## src/rtl/crank_wheel_gen_pkg.sv

```systemverilog
// Shared types and constants for the crank-wheel generator.
// The optional cam output is built only when CRANK_WHEEL_GEN_CAM_EN is defined.
package crank_wheel_gen_pkg;

    // Generator state: stopped, driving a real tooth, or in a missing-tooth slot
    typedef enum logic [1:0] {
        IDLE  = 2'd0,
        TOOTH = 2'd1,
        GAP   = 2'd2
    } state_e;

    localparam int MIN_PERIOD_DEF  = 4;
    localparam int TOOTH_NUM_WIDTH = 8;

    // First tooth position that belongs to the gap
    function automatic int gap_start(input int total, input int missing);
        return total - missing;
    endfunction

endpackage

```

## src/rtl/crank_phase_cnt.sv

```systemverilog
// Phase counter for one tooth position: holds the period shadow (loaded with
// clamping at tooth boundaries), flags the last phase of the position and
// provides the next-cycle high-half compare so the waveform can be registered.
module crank_phase_cnt #(
    parameter int PERIOD_WIDTH = 24,
    parameter int MIN_PERIOD   = 4
) (
    input  logic                    clk,
    input  logic                    rst_n,
    input  logic                    load_i,
    input  logic                    adv_i,
    input  logic [PERIOD_WIDTH-1:0] period_i,
    output logic                    term_o,
    output logic                    high_d_o
);

    localparam logic [PERIOD_WIDTH-1:0] MIN_P = PERIOD_WIDTH'(MIN_PERIOD);
    localparam logic [PERIOD_WIDTH-1:0] ONE   = PERIOD_WIDTH'(1);

    logic [PERIOD_WIDTH-1:0] phase_q, phase_d;
    logic [PERIOD_WIDTH-1:0] shadow_q, shadow_d;

    // Next phase/shadow: a load restarts the position with a clamped period
    always_comb begin
        phase_d  = phase_q;
        shadow_d = shadow_q;
        if (load_i) begin
            phase_d  = '0;
            shadow_d = (period_i < MIN_P) ? MIN_P : period_i;
        end else if (adv_i) begin
            phase_d = phase_q + ONE;
        end
    end

    // Phase and shadow registers; shadow rests at the minimum period
    always_ff @(posedge clk or negedge rst_n) begin
        if (!rst_n) begin
            phase_q  <= '0;
            shadow_q <= MIN_P;
        end else begin
            phase_q  <= phase_d;
            shadow_q <= shadow_d;
        end
    end

    assign term_o   = (phase_q == (shadow_q - ONE));
    assign high_d_o = (phase_d < (shadow_d >> 1));

endmodule

```

## src/rtl/crank_wheel_gen.sv

```systemverilog
// 60-2 style crank-wheel waveform generator. Tooth period is sampled only at
// tooth boundaries so every tooth is whole. All outputs come from flops.
// Optional cam phase output: define CRANK_WHEEL_GEN_CAM_EN.
module crank_wheel_gen
    import crank_wheel_gen_pkg::*;
#(
    parameter int PERIOD_WIDTH  = 24,
    parameter int TEETH_TOTAL   = 60,
    parameter int TEETH_MISSING = 2,
    parameter int MIN_PERIOD    = MIN_PERIOD_DEF
) (
    input  logic                       clk,
    input  logic                       rst,
    input  logic                       ena,
    input  logic [PERIOD_WIDTH-1:0]    period,
    output logic                       crank_out,
    output logic [TOOTH_NUM_WIDTH-1:0] tooth_num,
    output logic                       sync_pulse,
    output logic                       running,
    output logic                       cam_out
);

    localparam logic [PERIOD_WIDTH-1:0]    MIN_P      = PERIOD_WIDTH'(MIN_PERIOD);
    localparam logic [TOOTH_NUM_WIDTH-1:0] LAST_TOOTH = TOOTH_NUM_WIDTH'(TEETH_TOTAL - 1);
    localparam logic [TOOTH_NUM_WIDTH-1:0] GAP_TOOTH  =
        TOOTH_NUM_WIDTH'(gap_start(TEETH_TOTAL, TEETH_MISSING));
    localparam logic [TOOTH_NUM_WIDTH-1:0] ONE8       = TOOTH_NUM_WIDTH'(1);

    state_e                       state_q, state_d;
    logic [TOOTH_NUM_WIDTH-1:0]   tooth_q, tooth_d, tooth_nxt;
    logic                         crank_q, crank_d;
    logic                         sync_q, sync_d;
    logic                         running_q, running_d;
    logic                         load, adv, term, high_d;

    crank_phase_cnt #(
        .PERIOD_WIDTH (PERIOD_WIDTH),
        .MIN_PERIOD   (MIN_PERIOD)
    ) u_phase (
        .clk      (clk),
        .rst_n    (rst),
        .load_i   (load),
        .adv_i    (adv),
        .period_i (period),
        .term_o   (term),
        .high_d_o (high_d)
    );

    assign tooth_nxt = (tooth_q == LAST_TOOTH) ? '0 : tooth_q + ONE8;

    // FSM next state: start from IDLE, advance or stop only at tooth boundaries
    always_comb begin
        state_d = state_q;
        tooth_d = tooth_q;
        sync_d  = 1'b0;
        load    = 1'b0;
        adv     = 1'b0;
        unique case (state_q)
            IDLE: begin
                if (ena && (period >= MIN_P)) begin
                    state_d = TOOTH;
                    tooth_d = '0;
                    load    = 1'b1;
                    sync_d  = 1'b1;
                end
            end
            TOOTH, GAP: begin
                if (term) begin
                    load = 1'b1;
                    if (ena) begin
                        tooth_d = tooth_nxt;
                        sync_d  = (tooth_nxt == '0);
                        state_d = (tooth_nxt >= GAP_TOOTH) ? GAP : TOOTH;
                    end else begin
                        state_d = IDLE;
                        tooth_d = '0;
                    end
                end else begin
                    adv = 1'b1;
                end
            end
            default: state_d = IDLE;
        endcase
        crank_d   = (state_d == TOOTH) && high_d;
        running_d = (state_d != IDLE);
    end

    // State and output registers; reset forces everything low immediately
    always_ff @(posedge clk or negedge rst) begin
        if (!rst) begin
            state_q   <= IDLE;
            tooth_q   <= '0;
            crank_q   <= 1'b0;
            sync_q    <= 1'b0;
            running_q <= 1'b0;
        end else begin
            state_q   <= state_d;
            tooth_q   <= tooth_d;
            crank_q   <= crank_d;
            sync_q    <= sync_d;
            running_q <= running_d;
        end
    end

    assign crank_out  = crank_q;
    assign tooth_num  = tooth_q;
    assign sync_pulse = sync_q;
    assign running    = running_q;

`ifdef CRANK_WHEEL_GEN_CAM_EN
    localparam logic [TOOTH_NUM_WIDTH-1:0] HALF_TOOTH = TOOTH_NUM_WIDTH'(TEETH_TOTAL / 2);

    logic rev_q, rev_d, cam_q, cam_d, wrap;

    // Revolution parity: cleared on start/stop, toggled at each wrap to tooth 0
    always_comb begin
        wrap  = (state_q != IDLE) && term && ena && (tooth_nxt == '0);
        rev_d = rev_q;
        if ((state_q == IDLE) || (state_d == IDLE)) begin
            rev_d = 1'b0;
        end else if (wrap) begin
            rev_d = ~rev_q;
        end
        cam_d = (state_d != IDLE) && !rev_d && (tooth_d < HALF_TOOTH);
    end

    // Cam registers
    always_ff @(posedge clk or negedge rst) begin
        if (!rst) begin
            rev_q <= 1'b0;
            cam_q <= 1'b0;
        end else begin
            rev_q <= rev_d;
            cam_q <= cam_d;
        end
    end

    assign cam_out = cam_q;
`else
    assign cam_out = 1'b0;
`endif

endmodule

```

## config.mk

```make
export PLATFORM = sky130hd
export DESIGN_NAME = crank_wheel_gen
export DESIGN_NICKNAME = d
export VERILOG_FILES = /design/src/rtl/crank_wheel_gen_pkg.sv /design/src/rtl/crank_phase_cnt.sv /design/src/rtl/crank_wheel_gen.sv
export SDC_FILE = /design/constraint.sdc
export NUM_CORES = 1
export LEC_CHECK = 0
export BUFFER_PORTS_ARGS = -buffer_cell sky130_fd_sc_hd__buf_2
export CELL_PAD_IN_SITES_DETAIL_PLACEMENT = 1
export CELL_PAD_IN_SITES_GLOBAL_PLACEMENT = 2
export CORE_ASPECT_RATIO = 2
export CORE_MARGIN = 2
export CORE_UTILIZATION = 34
export DETAILED_ROUTE_END_ITERATION = 8
export GPL_TIMING_DRIVEN = 0
export PLACE_DENSITY_LB_ADDON = 0.3
export SYNTH_ARGS = -nofsm -noshare
export SYNTH_HDL_FRONTEND = slang
export SYNTH_SLANG_ARGS = --single-unit
```

## constraint.sdc

```tcl
create_clock -name clk -period 4.74 [get_ports clk]
set_clock_uncertainty 0.05 [all_clocks]
set_input_delay 0.474 -clock clk [delete_from_list [all_inputs] [get_ports clk]]
set_output_delay 0.474 -clock clk [all_outputs]
set_load 0.1 [all_outputs]
```

==> results of run 1 <==
## worst paths after layout
kind                                      start                   end  depth (start not counted)
min in group clk                     period[16]  u_phase.shadow_q[16]                          3
min reg2reg                u_phase.shadow_q[23]  u_phase.shadow_q[23]                          2
max reg2reg                 u_phase.shadow_q[5]             crank_out                         21
min                                         rst  u_phase.shadow_q[17]                          1
max in group asynchronous                   rst   u_phase.shadow_q[1]                          1
max                                   period[6]             crank_out                         21
## cells by family (layout without fill, tap and decap cells)
| logic type | Yosys count | count (layout) |
|---|---|---|
| adder cells (fa/ha/maj) | 29 | 29 |
| AO/OA/AOI/OAI | 85 | 85 |
| other | 1 | 1 |
| flip-flops | 61 | 61 |
| multiplexers | 25 | 25 |
| buffers and inverters | 64 | 151 |
| XOR/XNOR | 46 | 46 |
| AND/OR/NAND/NOR | 211 | 211 |
## layout by cell type, fill, tap and decap left out, types with 7 or more instances in the layout
| cell | Yosys | final |
|---|---|---|
| dfrtp_1 | 60 | 54 |
| nor2_1 | 55 | 53 |
| buf_2 | 5 | 37 |
| inv_1 | 35 | 33 |
| buf_4 | 3 | 33 |
| nand2_1 | 28 | 28 |
| ha_1 | 29 | 28 |
| xnor2_1 | 26 | 26 |
| nand3_1 | 22 | 21 |
| xor2_1 | 20 | 20 |
| a21oi_1 | 23 | 18 |
| mux2i_1 | 21 | 15 |
| o21ai_1 | 10 | 14 |
| nand4_1 | 13 | 13 |
| nor3_1 | 13 | 12 |
| clkbuf_1 | 12 | 12 |
| clkbuf_16 | 0 | 10 |
| nor4_1 | 11 | 9 |
| buf_6 | 2 | 8 |
| inv_2 | 6 | 8 |
| or4_1 | 9 | 7 |
| and3_1 | 7 | 7 |
## routing by layer
metal | GRT usage (%) | up-vias | routed length, um
li1 | - | 2022 | -
met1 | 22.5 | 2142 | 5350
met2 | 45.7 | 92 | 9280
met3 | 4.02 | 54 | 458
met4 | 18.8 | 0 | 1400
met5 | 0 | - | 0
## cell type report
type / count / area, um2 / area share [%]
inverters: 41 / 154 / 2.63
plain buffers: 22 / 190 / 3.25
well taps: 155 / 194 / 3.31
multi-input cells: 397 / 3010 / 51.4
clock inverters: 2 / 10.0 / 0.171
repair buffers: 73 / 510 / 8.72
clock buffers: 13 / 250 / 4.28
flip-flops and latches: 61 / 1540 / 26.2
## sequential cells by signal (all words and copies together) (netlist names)
name              flops
crank_out             1
running               1
state_q               2
sync_pulse            1
tooth_num             8
u_phase.phase_q      24
u_phase.shadow_q     24
## report_power, final
part / internal (uW) / total (uW) / switching, uW
Clock: 364 / 603 / 239
Sequential: 674 / 904 / 230
Combinational: 673 / 1680 / 1000
## timing repair
item | 4_1_cts | 5_1_grt
cloned | 1 | 0
resized for setup | 71 | 9
pin swaps | 20 | 4
endpoints found under the setup margin | 1 | 1
buffers inserted | 34 | 1
## per-stage QoR
| step | area (um2) | std cells | hold WS [ns] | utilization, % |
|---|---|---|---|---|
| 6_report | 5850 | 764 | 0.201 | 43.8 |
| 5_1_grt | 5850 | 764 | 0.264 | 43.8 |
| 4_1_cts | 5810 | 763 | 0.225 | 43.5 |
| 3_5_place_dp | 4980 | 714 | 0.493 | 37.3 |
| 3_3_place_gp | 4980 | 714 | 0.487 | 37.2 |
| 2_1_floorplan | 4600 | 522 | 0.128 | - |
==> summary.md, run 1 <==
| Metric | Value |
|---|---|
| Status | finished, violations left |
| Failing checks | negative setup slack |
| Vias | roughly 4300 |
| Max Root-Sink Buffers | 2 |
| Compound-Gate Fraction of Synth Area | 12.6% |
| Final setup viols | 1 |
| Post-synthesis sequential area ratio | approximately a third |
| Max Slew Vio Count | 0 |
| CTS sink count | slightly above 60 |
| Synth unique cells | 67 |
| Final worst path period need | 4.79 ns |
| Synth cell count leaders | 60 x dfrtp_1, 55 x nor2_1, 35 x inv_1 |
| # hold bufs at CTS | 0 |
| Hold Violations, Final | 0 |
| Final GP Congestion | 0.815 |
| Mapped Nets | a little under 600 |
| Xor/xnor cell area share of the yosys netlist | 8.76% |
| Mux share of post-synthesis cell area | 5.55% |
| Fraction of layout cells with a size suffix above 1 | between 20% and 30% |
| Die X | between 80 and 90 um |
| N_diodes | 0 |
| P&R area growth vs syn | 27.3% |
| Clk slew on worst S/H paths | ~0.050 ns |
| Critical Path Source Type | input port |
| Leading area contributor after synthesis | dfrtp_1 |
| Setup TNS | -0.0497 ns |
| Endpoint type of the worst setup path | flop |
| Final ANT Viol Nets | 0 |
| Worst path bufs/invs | 6 |
| Synth Instances | ~520 |
| I/O pins | 39 |
| Reg2reg setup slack | -0.02 ns |
| Routed WL | ~16 mm |
| Initial antenna violation count | 0 |
| Fmax | 209 MHz |
| Number of global-route vias before repair | 4989 |
| Setup ws final | -0.0497 ns |
| Synthesis Warnings | 0 |
| Syn avg cell area | about 9 um2 |
| Largest net degree at the start of global routing | just over 60 |
| Yosys top cell area share | around 33% |
| Post-synth EDFFs | 0 |
| RSZ-0062 raised after global routing | true |
| DR WL/cell | 21.6 um |
| CTS H-tree depth | 3 |
| Gr usage total | 24.5% |
| Tcrit/Tclk final | 101% |
| First-pass GRT wire length | around 27 mm |
| Overall power | 3180 uW |
| CP max-delay cell | nor4_1 |
| Die area | 14500 um2 |
| CTS tree | built |
| Starting DRC count in detailed routing | about 130 |
| Most used DFF post-synth | dfrtp_1 |
| Critical Path RT | 4.91 ns |
| Worst-Skew Late Latency | 0.34 ns |
| Clock Root Buffer | clkbuf_16 |
| Synth top area cells | dfrtp_1 33%, ha_1 7.9%, xnor2_1 5.0% |
| Via/cell ratio | between 5 and 6 |
| Critical path type | input port to flop |
| Simple-gate area share of the yosys netlist | 26.0% |
| Fillers | between 1500 and 2000 |
| Pre-CTS setup slack | -1.47 ns |
| Crit-path max FO | 5 |
| Largest family of logic cells by synthesized area | simple AND/OR/NAND/NOR gates |
| Worst path cell trace | buf_2 > nor4_1 > nand4_1 > or4_1 > and2_1 > nand2_1 > a21oi_4 > buf_6 > bufbuf_16 > buf_4 > mux2i_2 > ha_1 > nand3_4 > nor2_1 > nand4_1 > buf_4 > nor3_4 > buf_6 > a21oi_2 > nand2_1 > and4bb_1 |
| Post-layout nets | about 660 |
| Slew headroom | 42.8% |
| Max VDD drop | roughly 420 uV |
| Power Density | ~540 nW/um2 |
| Asr flop ratio synth | between 90% and 100% |
| Adder-Cell Fraction of Synth Area | between 7 and 8% |
| CP max stage delay | between 0.6 and 0.7 ns |
| Core Region | 13400 um2 |
| Synthesized area | around 4600 um2 |
| DR DRC count | 0 |
| Chip height | between 150 and 200 um |
| Port bufs | 37 |
| Cts bufs inserted | 9 |
| Crit path arrival time | roughly 5.0 ns |
| Drt pass-1 iters | 4 |
| Actual slew at the worst max-slew pin | 0.859 ns |
| Most frequent cell after synthesis | dfrtp_1 |
| FF+latch count, synth | 61 |
| # Max-Cap Violations | 0 |
| Initial Util | about a third |
| Top delay family on crit path | simple AND/OR/NAND/NOR gates |
| Post-DP HPWL | between 10 and 15 mm |
| Worst Hold Class | input port to async pin |
| Lkg Pwr | roughly 0.0026 uW |
| Row cnt | 60 |
| GRT overflow | 0 |
Note: power is estimated with default switching activity, not from simulation.
==> inputs of run 2 (changes only) <==
==> constraint.sdc (replaced) <==
create_clock -name clk -period 4.74 [get_ports clk]
set_clock_uncertainty 0.05 [all_clocks]
set_input_delay 0.948 -clock clk [delete_from_list [all_inputs] [get_ports clk]]
set_output_delay 0.948 -clock clk [all_outputs]
set_load 0.1 [all_outputs]
==> summary.md, run 2 (synthesis results as in run 1) <==
| Metric | Value |
|---|---|
| Largest net degree at the start of global routing | 62 (unchanged) |
| Failing checks | negative setup slack |
| Post-layout nets | 661 (unchanged) |
| Crit. path cell count | 21 (unchanged) |
| # Max-Cap Violations | 0 (unchanged) |
| Routed WL | 16.5 mm (+0.13%) |
| Max Slew Vio Count | 0 (unchanged) |
| CTS sink count | 61 (unchanged) |
| Most frequent cells in the layout | 54 x dfrtp_1, 53 x nor2_1, 37 x buf_2, 33 x inv_1, 33 x buf_4 |
| Crit path arrival time | 4.93 ns (-0.03 ns) |
| I/O pins | 39 (unchanged) |
| Worst path cell trace | buf_2 > nor4_1 > nand4_1 > or4_4 > and2_1 > nand2_1 > a21oi_4 > buf_6 > bufbuf_16 > buf_4 > mux2i_2 > ha_1 > nand3_4 > nor2_1 > nand4_1 > buf_4 > nor3_4 > buf_6 > a21oi_2 > nand2_1 > and4bb_1 |
| Top delay family on crit path | simple AND/OR/NAND/NOR gates |
| Post-DP Area | 4980 um2 (unchanged) |
| Fraction of layout cells with a size suffix above 1 | 26.9% (+0.33 points) |
| RR Startpoint | u_phase.shadow_q[5] |
| Final ANT Viol Nets | 0 (unchanged) |
| Final worst path period need | 4.76 ns (-0.0301 ns) |
| Setup ws final | -0.0195 ns (+0.0301 ns) |
| Number of global-route vias before repair | 4997 (+0.16%) |
| Endpoint type of the worst setup path | flop |
| CTS H-tree depth | 3 (unchanged) |
| Final GP Congestion | 0.815 (unchanged) |
| Clk slew on worst S/H paths | 0.05 ns (about the same) |
| Most common cell after layout, fill and taps aside | dfrtp_1 |
| R2R depth | 21 (unchanged) |
| Worst path bufs/invs | 6 (unchanged) |
| Clock Root Buffer | clkbuf_16 |
| Fmax | 210 MHz (+0.63%) |
| Status | finished, violations left |
| Worst Hold Class | flop to flop |
| RSZ-0062 raised after global routing | true |
| Hold Violations, Final | 0 (unchanged) |
| Die X | 86.2 um (unchanged) |
| Die area | 14500 um2 (unchanged) |
| Final setup viols | 1 (unchanged) |
| Tcrit/Tclk final | 100% (-0.64 points) |
| N_diodes | 0 (unchanged) |
| Actual slew at the worst max-slew pin | 0.855 ns (-0.00362 ns) |
| Critical Path Sink | crank_out |
| Critical Path RT | 4.91 ns (about the same) |
| CP max stage delay | 0.55 ns (-0.14 ns) |
| Post-DP HPWL | 12.2 mm (unchanged) |
| Core Region | 13400 um2 (unchanged) |
| Lkg Pwr | 0.00260 uW (+0.14%) |
| Port bufs | 37 (unchanged) |
| P&R area growth vs syn | 27.7% |
| Pre-CTS setup slack | -1.47 ns (unchanged) |
| Initial antenna violation count | 0 (unchanged) |
| Setup TNS | -0.0195 ns (+0.0301 ns) |
| Worst setup path startpoint | period[23] |
| CP max-delay cell | or4_4 |
| Row cnt | 60 (unchanged) |
| DR DRC count | 0 (unchanged) |
| Starting DRC count in detailed routing | 127 (+0.79%) |
| Drt pass-1 iters | 4 (unchanged) |
| Worst-Skew Late Latency | 0.34 ns (about the same) |
| Max VDD drop | 424 uV (about the same) |
| Crit-path max FO | 5 (unchanged) |
| Gr usage total | 24.5% (+0.030 points) |
| Vias | 4317 (+0.16%) |
| Slew headroom | 43.0% (+0.24 points) |
| Reg2reg setup slack | -0.02 ns (about the same) |
| Chip height | 168 um (unchanged) |
| DR WL/cell | 21.6 um (+0.13%) |
| Via/cell ratio | 5.65 (+0.16%) |
| Critical path type | input port to flop |
| Power Density | 543 nW/um2 (-0.19%) |
| Final non-filler cell area | 5870 um2 (+0.32%) |
| Initial Util | 34.4% (unchanged) |
| Min Hold Slack | 0.506 ns (+0.305 ns) |
| Critical Path Source Type | input port |
| R2R Path End | crank_out |
| First-pass GRT wire length | 26.7 mm (+0.18%) |
| GRT overflow | 0 (unchanged) |
| Max Root-Sink Buffers | 2 (unchanged) |
| Layout Utilization | 43.9% (+0.14 points) |
| CTS tree | built |
| Cts bufs inserted | 9 (unchanged) |
-- run 2: cell counts in the layout (fill, tap and decap cells not counted) --
No cell type changed its count.
-- run 2: layout make-up --
| class | instances | area (um2) |
|---|---|---|
| inverters | 41 | 154 |
| repair buffers | 73 | 510 |
| plain buffers | 22 | 190 |
| clock inverters | 2 | 10.0 |
| fillers | 1608 | 7490 |
| multi-input cells | 397 | 3030 |
| flip-flops and latches | 61 | 1540 |
| clock buffers | 13 | 250 |
| well taps | 155 | 194 |
-- run 2: worst min-delay path by stage --
stage               cells after the start                    to  slack [ns]            startpoint
floorplan                               2  u_phase.shadow_q[23]        0.45  u_phase.shadow_q[23]
global placement                        2  u_phase.shadow_q[23]        0.49  u_phase.shadow_q[23]
detailed placement                      2  u_phase.shadow_q[23]        0.49  u_phase.shadow_q[23]
CTS                                     2  u_phase.shadow_q[23]        0.51  u_phase.shadow_q[23]
global route                            2  u_phase.shadow_q[23]        0.55  u_phase.shadow_q[23]
finish                                  2  u_phase.shadow_q[23]        0.51  u_phase.shadow_q[23]
-- run 2: layer usage --
layer	GRT usage, %	vias to the layer above	part of all wire [%]
met5	0	-	0
met4	18.7	0	8.4
met3	4.07	52	2.7
met2	45.8	90	56
met1	22.5	2151	33
li1	-	2024	-
-- run 2: worst register-to-register path: cells and delay by family, from the launching register on --
family	cells	cell delay, ns
AO/OA/AOI/OAI	4	0.64
multiplexers	2	0.47
flip-flops	1	0.47
adder cells (fa/ha/maj)	1	0.20
AND/OR/NAND/NOR	9	1.98
buffers and inverters	5	0.82
-- run 2: where the power goes --
part	leakage [uW]	total, uW	switching [uW]	internal, uW
combinational	0.00170	1680	1000	673
clock	0.000129	604	240	364
sequential	0.000778	904	230	674
total	0.00260	3190	1480	1710
-- run 2: stage by stage --
stage	total power, uW	cells
global route	3400	764
global placement	2180	714
floorplan	1820	522
finish	3190	764
CTS	3160	763
detailed placement	2230	714
-- run 2: repair_timing --
item,4_1_cts,5_1_grt
setup buffers,34,1
hold buffers,0,0
cloned,1,0
setup endpoints to repair,1,1
resized for setup,74,9
pin swaps,20,4
